==> src/rtl/bram_arb_pkg.sv <==
// bram_arb_pkg: shared state, requester count and owner index type for bram_arbiter
package bram_arb_pkg;
  localparam int NUM_REQ = 2;
  typedef enum logic [1:0] {IDLE, BURST, DONE} state_t;
  typedef logic [$clog2(NUM_REQ)-1:0] owner_t;
endpackage

==> src/rtl/bram_arb_rr.sv <==
// bram_arb_rr: one-hot burst winner; BRAM_ARB_FIXED_PRIO_EN makes requester 0 always win ties
module bram_arb_rr
  import bram_arb_pkg::*;
(
  input  logic [NUM_REQ-1:0] i_req,
  input  owner_t             i_ptr,
  output logic [NUM_REQ-1:0] o_win
);
`ifdef BRAM_ARB_FIXED_PRIO_EN
  owner_t w_unused;
  assign w_unused = i_ptr;
  assign o_win = i_req[0] ? 2'b01 : i_req;
`else
  assign o_win = (i_req == 2'b11) ? (i_ptr ? 2'b10 : 2'b01) : i_req;
`endif
endmodule

==> src/rtl/bram_arbiter.sv <==
// bram_arbiter: round-robin burst arbiter for two agents sharing one single-port BRAM (BRAM_ARB_FIXED_PRIO_EN selects fixed priority)
module bram_arbiter
  import bram_arb_pkg::*;
#(
  parameter int ADDRESS_DEPTH = 4092,
  parameter int DATA_WIDTH    = 16,
  parameter int MAX_BURST     = 16,
  localparam int AW = $clog2(ADDRESS_DEPTH),
  localparam int LW = $clog2(MAX_BURST)
) (
  input  logic                           clk,
  input  logic                           rst,
  input  logic [1:0]                     req,
  input  logic [1:0]                     wr,
  input  logic [1:0][AW-1:0]             start_addr,
  input  logic [1:0][LW-1:0]             len,
  input  logic [1:0][DATA_WIDTH-1:0]     wdata,
  output logic [1:0]                     gnt,
  output logic [1:0]                     wack,
  output logic [DATA_WIDTH-1:0]          rdata,
  output logic [1:0]                     rvalid,
  output logic [1:0]                     done,
  output logic                           bram_wr,
  output logic [DATA_WIDTH-1:0]          bram_data,
  output logic [AW-1:0]                  bram_address,
  input  logic [DATA_WIDTH-1:0]          bram_q
);
  state_t          r_state;
  logic [1:0]      r_gnt;
  logic [1:0]      r_rvalid;
  owner_t          r_own;
  owner_t          r_ptr;
  logic            r_cur_wr;
  logic [AW-1:0]   r_cur_addr;
  logic [LW-1:0]   r_cnt;
  logic [1:0]      w_win;
  owner_t          w_own;
  logic            w_burst;

  bram_arb_rr u_rr (.i_req(req), .i_ptr(r_ptr), .o_win(w_win));

  assign w_own   = owner_t'(w_win[1]);
  assign w_burst = (r_state == BURST);

  // The address is not advanced on the last beat so it holds outside bursts
  always_ff @(posedge clk) begin
    if (rst) begin
      r_state    <= IDLE;
      r_gnt      <= '0;
      r_rvalid   <= '0;
      r_own      <= '0;
      r_ptr      <= '0;
      r_cur_wr   <= 1'b0;
      r_cur_addr <= '0;
      r_cnt      <= '0;
    end else begin
      r_rvalid <= (w_burst && !r_cur_wr) ? r_gnt : '0;
      case (r_state)
        IDLE: if (|req) begin
          r_state    <= BURST;
          r_gnt      <= w_win;
          r_own      <= w_own;
          r_cur_wr   <= wr[w_own];
          r_cur_addr <= start_addr[w_own];
          r_cnt      <= len[w_own];
        end
        BURST: if (r_cnt == '0) r_state <= DONE;
        else begin
          r_cnt      <= r_cnt - 1'b1;
          r_cur_addr <= (r_cur_addr == AW'(ADDRESS_DEPTH - 1)) ? '0 : r_cur_addr + 1'b1;
        end
        DONE: begin
          r_state <= IDLE;
          r_gnt   <= '0;
`ifndef BRAM_ARB_FIXED_PRIO_EN
          r_ptr   <= ~r_own;
`endif
        end
        default: r_state <= IDLE;
      endcase
    end
  end

  assign gnt          = r_gnt;
  assign wack         = (w_burst && r_cur_wr) ? r_gnt : '0;
  assign done         = (r_state == DONE) ? r_gnt : '0;
  assign rvalid       = r_rvalid;
  assign rdata        = |r_rvalid ? bram_q : '0;
  assign bram_wr      = w_burst && r_cur_wr;
  assign bram_data    = w_burst ? wdata[r_own] : '0;
  assign bram_address = r_cur_addr;
endmodule

==> config.mk <==
export PLATFORM = sky130hd
export DESIGN_NAME = bram_arbiter
export DESIGN_NICKNAME = d
export VERILOG_FILES = /design/src/rtl/bram_arb_pkg.sv /design/src/rtl/bram_arb_rr.sv /design/src/rtl/bram_arbiter.sv
export SDC_FILE = /design/constraint.sdc
export NUM_CORES = 1
export LEC_CHECK = 0
export CAP_MARGIN = 20
export CORE_ASPECT_RATIO = 1.2
export CORE_MARGIN = 3
export CORE_UTILIZATION = 38
export DETAILED_ROUTE_END_ITERATION = 12
export GPL_TIMING_DRIVEN = 0
export PLACE_DENSITY = 0.95
export SYNTH_ARGS = -nofsm -noshare
export SYNTH_HDL_FRONTEND = slang
export SYNTH_SLANG_ARGS = --single-unit
==> constraint.sdc <==
create_clock -name clk -period 4.5 [get_ports clk]
set_clock_uncertainty 0.1 [all_clocks]
set_input_delay 0.45 -clock clk [delete_from_list [all_inputs] [get_ports clk]]
set_output_delay 0.45 -clock clk [all_outputs]
set_load 0.03 [all_outputs]
==> results of run 1 <==
[worst paths after layout]
kind              startpoint            end  slack, ns
setup / recovery  r_state[1]  bram_data[13]       1.47
hold / removal      r_cnt[1]       r_cnt[1]       0.41
setup reg to reg    r_cnt[0]       r_cnt[0]       2.24
hold reg to reg     r_cnt[1]       r_cnt[1]       0.41
[cell type report]
cell class / count / area share, %
flip-flops and latches: 25 / 14.6
clock inverters: 1 / 0.146
inverters: 6 / 0.658
plain buffers: 14 / 2.71
clock buffers: 3 / 1.21
multi-input cells: 197 / 38.1
well taps: 58 / 2.12
repair buffers: 138 / 40.4
[metrics by stage]
stage / std cells / power [mW] / instance area [um^2] / utilization (%) / setup slack [ns]
2_1_floorplan: 242 / 0.670 / 1920 / - / 2.51
3_3_place_gp: 438 / 0.908 / 3370 / 71.3 / 1.78
3_5_place_dp: 438 / 0.923 / 3370 / 71.3 / 1.76
4_1_cts: 442 / 1.06 / 3420 / 72.3 / 1.45
5_1_grt: 442 / 1.12 / 3420 / 72.3 / 1.28
6_report: 442 / 1.06 / 3420 / 72.3 / 1.47
[per-layer routing]
metal	GRT usage [%]	routed length, um
met1	26.4	2660
met2	40.8	3620
met3	4.34	573
met4	11.3	123
met5	0	0
[sequential cells by signal, summed over array words and instances, names as in the netlist]
register	cells
bram_address	12
gnt	2
r_cnt	4
r_cur_wr	1
r_own	1
r_ptr	1
r_state	2
rvalid	2
[power groups by stage]
| stage | combinational [mW] | clock (mW) | sequential, mW |
|---|---|---|---|
| after CTS | 0.601 | 0.137 | 0.320 |
| final | 0.602 | 0.136 | 0.323 |
| after floorplan | 0.307 | 0 | 0.362 |
| after global routing | 0.648 | 0.145 | 0.331 |
| after global placement | 0.586 | 0 | 0.322 |
| after detailed placement | 0.597 | 0 | 0.325 |
[tightest hold or removal path, cell delays in order, from the launching register on]
cell     delay [ns]
dfxtp_1        0.32
inv_1          0.07
o31ai_1        0.07
[cells by family (layout without fill, tap and decap cells)]
logic type / count (synthesis) / in the layout / synth area share [%]
compound gates: 55 / 55 / 19.7
fa+ha+maj: 2 / 2 / 1.30
buf+inv: 20 / 162 / 5.99
flops: 25 / 25 / 26.1
mux: 34 / 34 / 18.4
simple gates: 106 / 106 / 28.5
[cell usage after synthesis, drive strengths merged (4+ instances only)]
library cell	n	area, um^2
nor3	9	45.0
nor2	35	141
and2	4	26.3
nand3	9	45.0
o21ai	12	71.3
a31oi	4	25.0
inv	6	22.5
and3	4	26.3
nand2	15	56.3
buf	7	45.0
clkbuf	7	47.5
mux2i	23	230
a21oi	14	70.1
a211oi	6	45.0
nor2b	18	113
dfxtp	25	500
mux2	11	124
==> impl_metrics.yaml, run 1 <==
setup_path:
  cp.depth: 6
  cp_cell_sequence: "nand2b_1 > buf_6 > clkbuf_1 > buf_1 > nor2_1 > clkdlybuf4s50_1"
  start_kind: "flip-flop"
  crit_type: "flip-flop to primary output"
  worst_path_max_delay_cell: "clkdlybuf4s50_1"
  reg2reg_depth: 7
  critPathMaxFanout: 10
  worstPathRequired_ns: 3.95
  crit_family: "buffers and inverters"
  cp_num_buf_inv: 4
  crit_path_max_incr_delay_ns: 0.61
  setup.worst_path.end_class: "primary output"
  cp.arrival_ns: 2.48
timing:
  whs_ns: 0.407
  rsz0062_at_grt: "no"
  fmax_ghz: 0.330
  tightest_slew_ns: 0.610
  period_minus_slack_ns: 3.03
  fin_setup_tns_ns: 0
  finalHoldViolations: 0
  period_share_pct: 67.4
  drv_slew: 0
  finalSetupViolCount: 0
  relSlewSlack_pct: 58.9
die:
  die_w_um: 70.9
  initial_core_util_pct: 40.6
  die_h_um: 83.9
  num_io_pins: 139
  design.die.area_um2: 5950
  fp-row-count: 27
  core_um2: 4730
final_layout:
  final_cell_mix: "clkdlybuf4s50_1, nor2_1, dfxtp_1, mux2i_1, nor2b_1"
  drive_gt1_share_pct: 7.81
  fill_cells: 355
  nets: 473
  seq_area_um2: 500
  multi_input_area_um2: 1310
  areaGrowthSynthToFinish_pct: 78.1
  final_common_cell: "clkdlybuf4s50_1"
  n_antenna_cell: 0
min_path:
  min-delay-path-class: "flip-flop to flip-flop"
  min_path_cells: 2
grt:
  track_usage_pct: 23.2
  grt_max_degree: 15
  grt_remaining_overflow: 0
  grt_first_pass_wirelength_mm: 11.4
  antenna_found_initial: 0
  grt_pass1_vias: 2542
placement:
  place_congestion: 0.922
  io_buffers: 138
  post-dp-hpwl_mm: 5.57
synthesis:
  avgSynthCellArea_um2: 7.94
  ys_ff_latch: 25
  syn_nets: 330
  synth_edf_count: 0
  synth_area_um2: 1920
  synth_top_flop_cell: "dfxtp_1"
  postSynth.asyncResetShare_pct: 0
  ys_seq_area_share_pct: 26.1
  ys_types: 48
  synthCells: 242
  yosysWarnings: 0
routing:
  routedWlPerCell_um: 15.8
  drcViolationCount: 0
  drtIter0Drc: 241
  antenna_left: 0
  firstDrtPassIters: 4
  vias: 2438
  drt-total-wl_mm: 6.98
  via_per_inst: 5.52
power:
  swShare_pct: 43.4
  p_switching_mw: 0.461
  power.leakage_nw: 1.26
  vdd_drop_max_mv: 0.186
  comb_power_share_pct: 56.8
  power.density_nw_per_um2: 310
  p_int_mw: 0.600
  p_seq_share_pct: 30.4
  clkPwrFrac_pct: 12.8
clock_network:
  hold_buffers: 0
  cts_buffers: 3
  worstSkewPairLatency_ns: 0.27
  clk_pin_slew_ns: 0.09
  post_cts_resized: 0
  clock_sinks: 25
  clock-root-buffer: "clkbuf_8"
  postCtsSetupRepairBufs: 0
  cts_buffer_depth: 2
  cts_tree: "yes"
  htree_levels: 1
flow_run:
  cap_violations: 0
outcome:
  outcome: "finished clean"
Power figures use the tool's default switching activity.
==> inputs of run 2 (changes only) <==
CORE_UTILIZATION = 35   (was 38)
PLACE_DENSITY = 0.9   (was 0.95)
clock period = 2.8 ns   (was 4.5 ns; I/O delays follow)
==> impl_metrics.yaml, run 2 (synthesized netlist as in run 1, its figures left out) <==
grt:
  grt_max_degree: 14
  antenna_found_initial: 0
  grt_remaining_overflow: 0
  grt_first_pass_wirelength_mm: 10.9
  grt_pass1_vias: 2427
  track_usage_pct: 21.2
final_layout:
  drive_gt1_share_pct: 8.09
  final_cell_mix: "clkdlybuf4s50_1, nor2_1, dfxtp_1, mux2i_1, nor2b_1"
  areaGrowthSynthToFinish_pct: 78.1
  fin_cells: 443
  n_antenna_cell: 0
  largest_reg_flops: 12
  nets: 472
  final_common_cell: "clkdlybuf4s50_1"
min_path:
  min-delay-path-class: "flip-flop to flip-flop"
die:
  core_um2: 5110
  die_w_um: 73.6
  num_io_pins: 139
  fp-row-count: 28
  die_h_um: 87.1
  design.die.area_um2: 6420
  initial_core_util_pct: 37.5
setup_path:
  setup.worst_path.end_class: "primary output"
  start_kind: "flip-flop"
  crit_type: "flip-flop to primary output"
  worstPathRequired_ns: 2.42
  cp.arrival_ns: 2.16
  critPathMaxFanout: 10
routing:
  vias: 2381
  routedWlPerCell_um: 15.8
  drcViolationCount: 0
  via_per_inst: 5.37
  antenna_left: 0
  drt-total-wl_mm: 7.00
  firstDrtPassIters: 4
  drtIter0Drc: 228
clock_network:
  cts_buffer_depth: 2
  cts_buffers: 3
  cts_tree: "yes"
  htree_levels: 1
  clock-root-buffer: "clkbuf_8"
  clk_pin_slew_ns: 0.09
  worstSkewPairLatency_ns: 0.27
  hold_buffers: 0
  clock_sinks: 25
placement:
  place_congestion: 0.922
  io_buffers: 138
  post-dp-hpwl_mm: 5.66
  dp.cells: 440
timing:
  fin_setup_tns_ns: 0
  drv_slew: 0
  period_minus_slack_ns: 2.54
  finalHoldViolations: 0
  rsz0062_at_grt: "no"
  finalSetupViolCount: 0
  tightest_slew_ns: 0.649
  period_share_pct: 90.6
  fmax_ghz: 0.394
  relSlewSlack_pct: 56.6
flow_run:
  cap_violations: 0
power:
  power.density_nw_per_um2: 500
  vdd_drop_max_mv: 0.228
  total_power_mw: 1.71
  power.leakage_nw: 1.26
outcome:
  outcome: "finished clean"
-- run 2: cell types whose count changed in the layout (fill, tap and decap cells not counted), sizes merged --
cell,previous run,this run
clkinv,1,0
-- run 2: per-layer routing --
layer | global-route usage (%) | routed length, um
met3 | 3.70 | 541
met1 | 25.3 | 2690
met5 | 0 | 0
met2 | 38.7 | 3690
met4 | 5.27 | 79
-- run 2: final timing paths --
check / startpoint / end / slack [ns] / depth (start not counted)
worst max register to register: r_cnt[0] / bram_address[4] / 0.55 / 7
worst min-delay path: r_cnt[0] / r_cnt[0] / 0.43 / 2
worst min register to register: r_cnt[0] / r_cnt[0] / 0.43 / 2
worst max-delay path: r_state[0] / wack[1] / 0.26 / 4
-- run 2: report_power, final --
| part | switching, mW | internal, mW | leakage [nW] |
|---|---|---|---|
| Clock | 0.116 | 0.102 | 0.0228 |
| Combinational | 0.535 | 0.441 | 1.03 |
| Sequential | 0.0927 | 0.425 | 0.206 |
-- run 2: area by class of cell --
| cell class | count | area [um^2] |
|---|---|---|
| Timing Repair Buffer | 138 | 1380 |
| Multi-Input combinational cell | 197 | 1310 |
| Buffer | 13 | 91.3 |
| Sequential cell | 25 | 500 |
| Clock buffer | 4 | 45.0 |
| Inverter | 6 | 22.5 |
| Tap cell | 60 | 75.1 |
| Fill cell | 423 | 1690 |
-- run 2: what timing repair did --
item | 4_1_cts | 5_1_grt
resized for setup | 1 | 2
buffers inserted | 0 | 0
endpoints found under the setup margin | 10 | 11
-- run 2: worst max-delay path, cell delays in order, from the launching register on --
cell	delay, ns
dfxtp_1	0.43
nor2b_1	0.28
clkbuf_2	0.29
and3_1	0.20
clkdlybuf4s50_1	0.69
-- run 2: metrics by stage --
stage | area (um^2) | hold WS [ns] | utilization (%) | setup slack (ns)
finish | 3420 | 0.433 | 66.9 | 0.264
floorplan | 1920 | 0.294 | - | 0.869
detailed placement | 3380 | 0.404 | 66.0 | 0.223
global placement | 3380 | 0.378 | 66.0 | 0.281
CTS | 3420 | 0.422 | 66.9 | 0.0509
global route | 3420 | 0.441 | 66.9 | 0.155
==> inputs of run 3 (changes only) <==
CELL_PAD_IN_SITES_DETAIL_PLACEMENT = 1   (was default)
CELL_PAD_IN_SITES_GLOBAL_PLACEMENT = 2   (was default)
CORE_UTILIZATION = 32   (was 35)
DONT_BUFFER_PORTS = 1   (was default)
PLACE_DENSITY = 0.89   (was 0.9)
==> impl_metrics.yaml, run 3 (synthesized netlist as in run 1, its figures left out) <==
power:
  vdd_drop_max_mv: 0.220
  power.density_nw_per_um2: 706
  power.leakage_nw: 0.734
  total_power_mw: 1.46
setup_path:
  setup.worst_path.end_class: "primary output"
  timing.rr.end: "bram_address[6]"
  cp.arrival_ns: 1.99
  crit_type: "flip-flop to primary output"
  reg2reg_depth: 6
  critPathMaxFanout: 10
  reg2reg_from: "bram_address[0]"
  start_kind: "flip-flop"
  reg2reg_slack_ns: 0.45
  worstPathRequired_ns: 2.42
routing:
  drtIter0Drc: 112
  routedWlPerCell_um: 20.1
  via_per_inst: 5.83
  drt-total-wl_mm: 6.56
  antenna_left: 0
  drcViolationCount: 0
  firstDrtPassIters: 4
  vias: 1901
placement:
  dp_slack_ns: 0.478
  dp.cells: 322
  io_buffers: 0
  dpl_cell_area_um2: 2020
  post-dp-hpwl_mm: 5.17
  place_congestion: 0.800
final_layout:
  final_cell_mix: "nor2_1, dfxtp_1, mux2i_1, nor2b_1, nand2_1"
  largest_reg_flops: 12
  fin_util_pct: 36.0
  fin_cells: 326
  post-route-cell-area_um2: 2070
  drive_gt1_share_pct: 12.2
  nets: 335
  n_antenna_cell: 0
  areaGrowthSynthToFinish_pct: 7.75
  final_common_cell: "nor2_1"
die:
  die_w_um: 76.7
  initial_core_util_pct: 33.4
  die_h_um: 90.9
  num_io_pins: 139
  core_um2: 5740
  fp-row-count: 30
  design.die.area_um2: 6970
grt:
  grt_max_degree: 16
  antenna_found_initial: 0
  grt_pass1_vias: 1993
  track_usage_pct: 18.2
  grt_first_pass_wirelength_mm: 10.2
  grt_remaining_overflow: 0
timing:
  finalHoldViolations: 0
  fin_setup_tns_ns: 0
  tightest_slew_ns: 0.661
  finalSetupViolCount: 0
  fmax_ghz: 0.423
  rsz0062_at_grt: "no"
  whs_ns: 0.0249
  period_minus_slack_ns: 2.37
  relSlewSlack_pct: 55.5
  drv_slew: 0
  setup_ws_ns: 0.433
  period_share_pct: 84.5
clock_network:
  postCtsSetupRepairBufs: 0
  htree_levels: 1
  clock-root-buffer: "clkbuf_8"
  hold_buffers: 0
  cts_tree: "yes"
  worstSkewPairLatency_ns: 0.29
  cts_buffer_depth: 2
  clock_sinks: 25
  cts_buffers: 3
  clk_pin_slew_ns: 0.11
  post_cts_resized: 0
min_path:
  hp-start: "rst"
  min-delay-path-class: "input pin to flip-flop"
  min_to: "r_state[0]"
  min_path_cells: 1
outcome:
  outcome: "finished clean"
flow_run:
  cap_violations: 0
-- run 3: changes by cell type in the layout (fill, tap and decap cells not counted), sizes merged --
| cell | change |
|---|---|
| clkinvlp | +1 |
| clkdlybuf4s50 | -138 |
-- run 3: area by class of cell --
type / instances / area (um^2)
plain buffers: 14 / 92.6
clock buffers: 3 / 41.3
clock inverters: 1 / 7.51
fillers: 713 / 3670
inverters: 6 / 22.5
multi-input cells: 197 / 1310
flip-flops and latches: 25 / 500
well taps: 80 / 100
-- run 3: worst max-delay path: stages (launching register included) --
cell and delay, ns:
dfxtp_1 0.45, nand2b_1 0.10, buf_6 0.14, clkbuf_1 0.22, buf_1 0.27, nor2_1 0.51
-- run 3: power by group --
part,internal (mW),switching (mW)
combinational,0.204,0.408
sequential,0.425,0.186
clock,0.101,0.137
-- run 3: worst max path at each step --
stage	start	end	slack (ns)	depth (start not counted)
after detailed placement	bram_address[0]	bram_address[6]	0.48	6
after global placement	bram_address[0]	bram_address[2]	0.56	5
after CTS	r_state[1]	bram_data[10]	0.39	5
final	r_state[0]	bram_data[10]	0.43	5
after global routing	r_state[1]	bram_data[6]	0.22	5
after floorplan	bram_address[0]	bram_address[2]	0.87	5
-- run 3: routing by layer --
layer / track usage, % / wire (um)
met1: 20.6 / 2580
met2: 33.1 / 3370
met3: 4.89 / 536
met4: 4.83 / 63
met5: 0 / 0
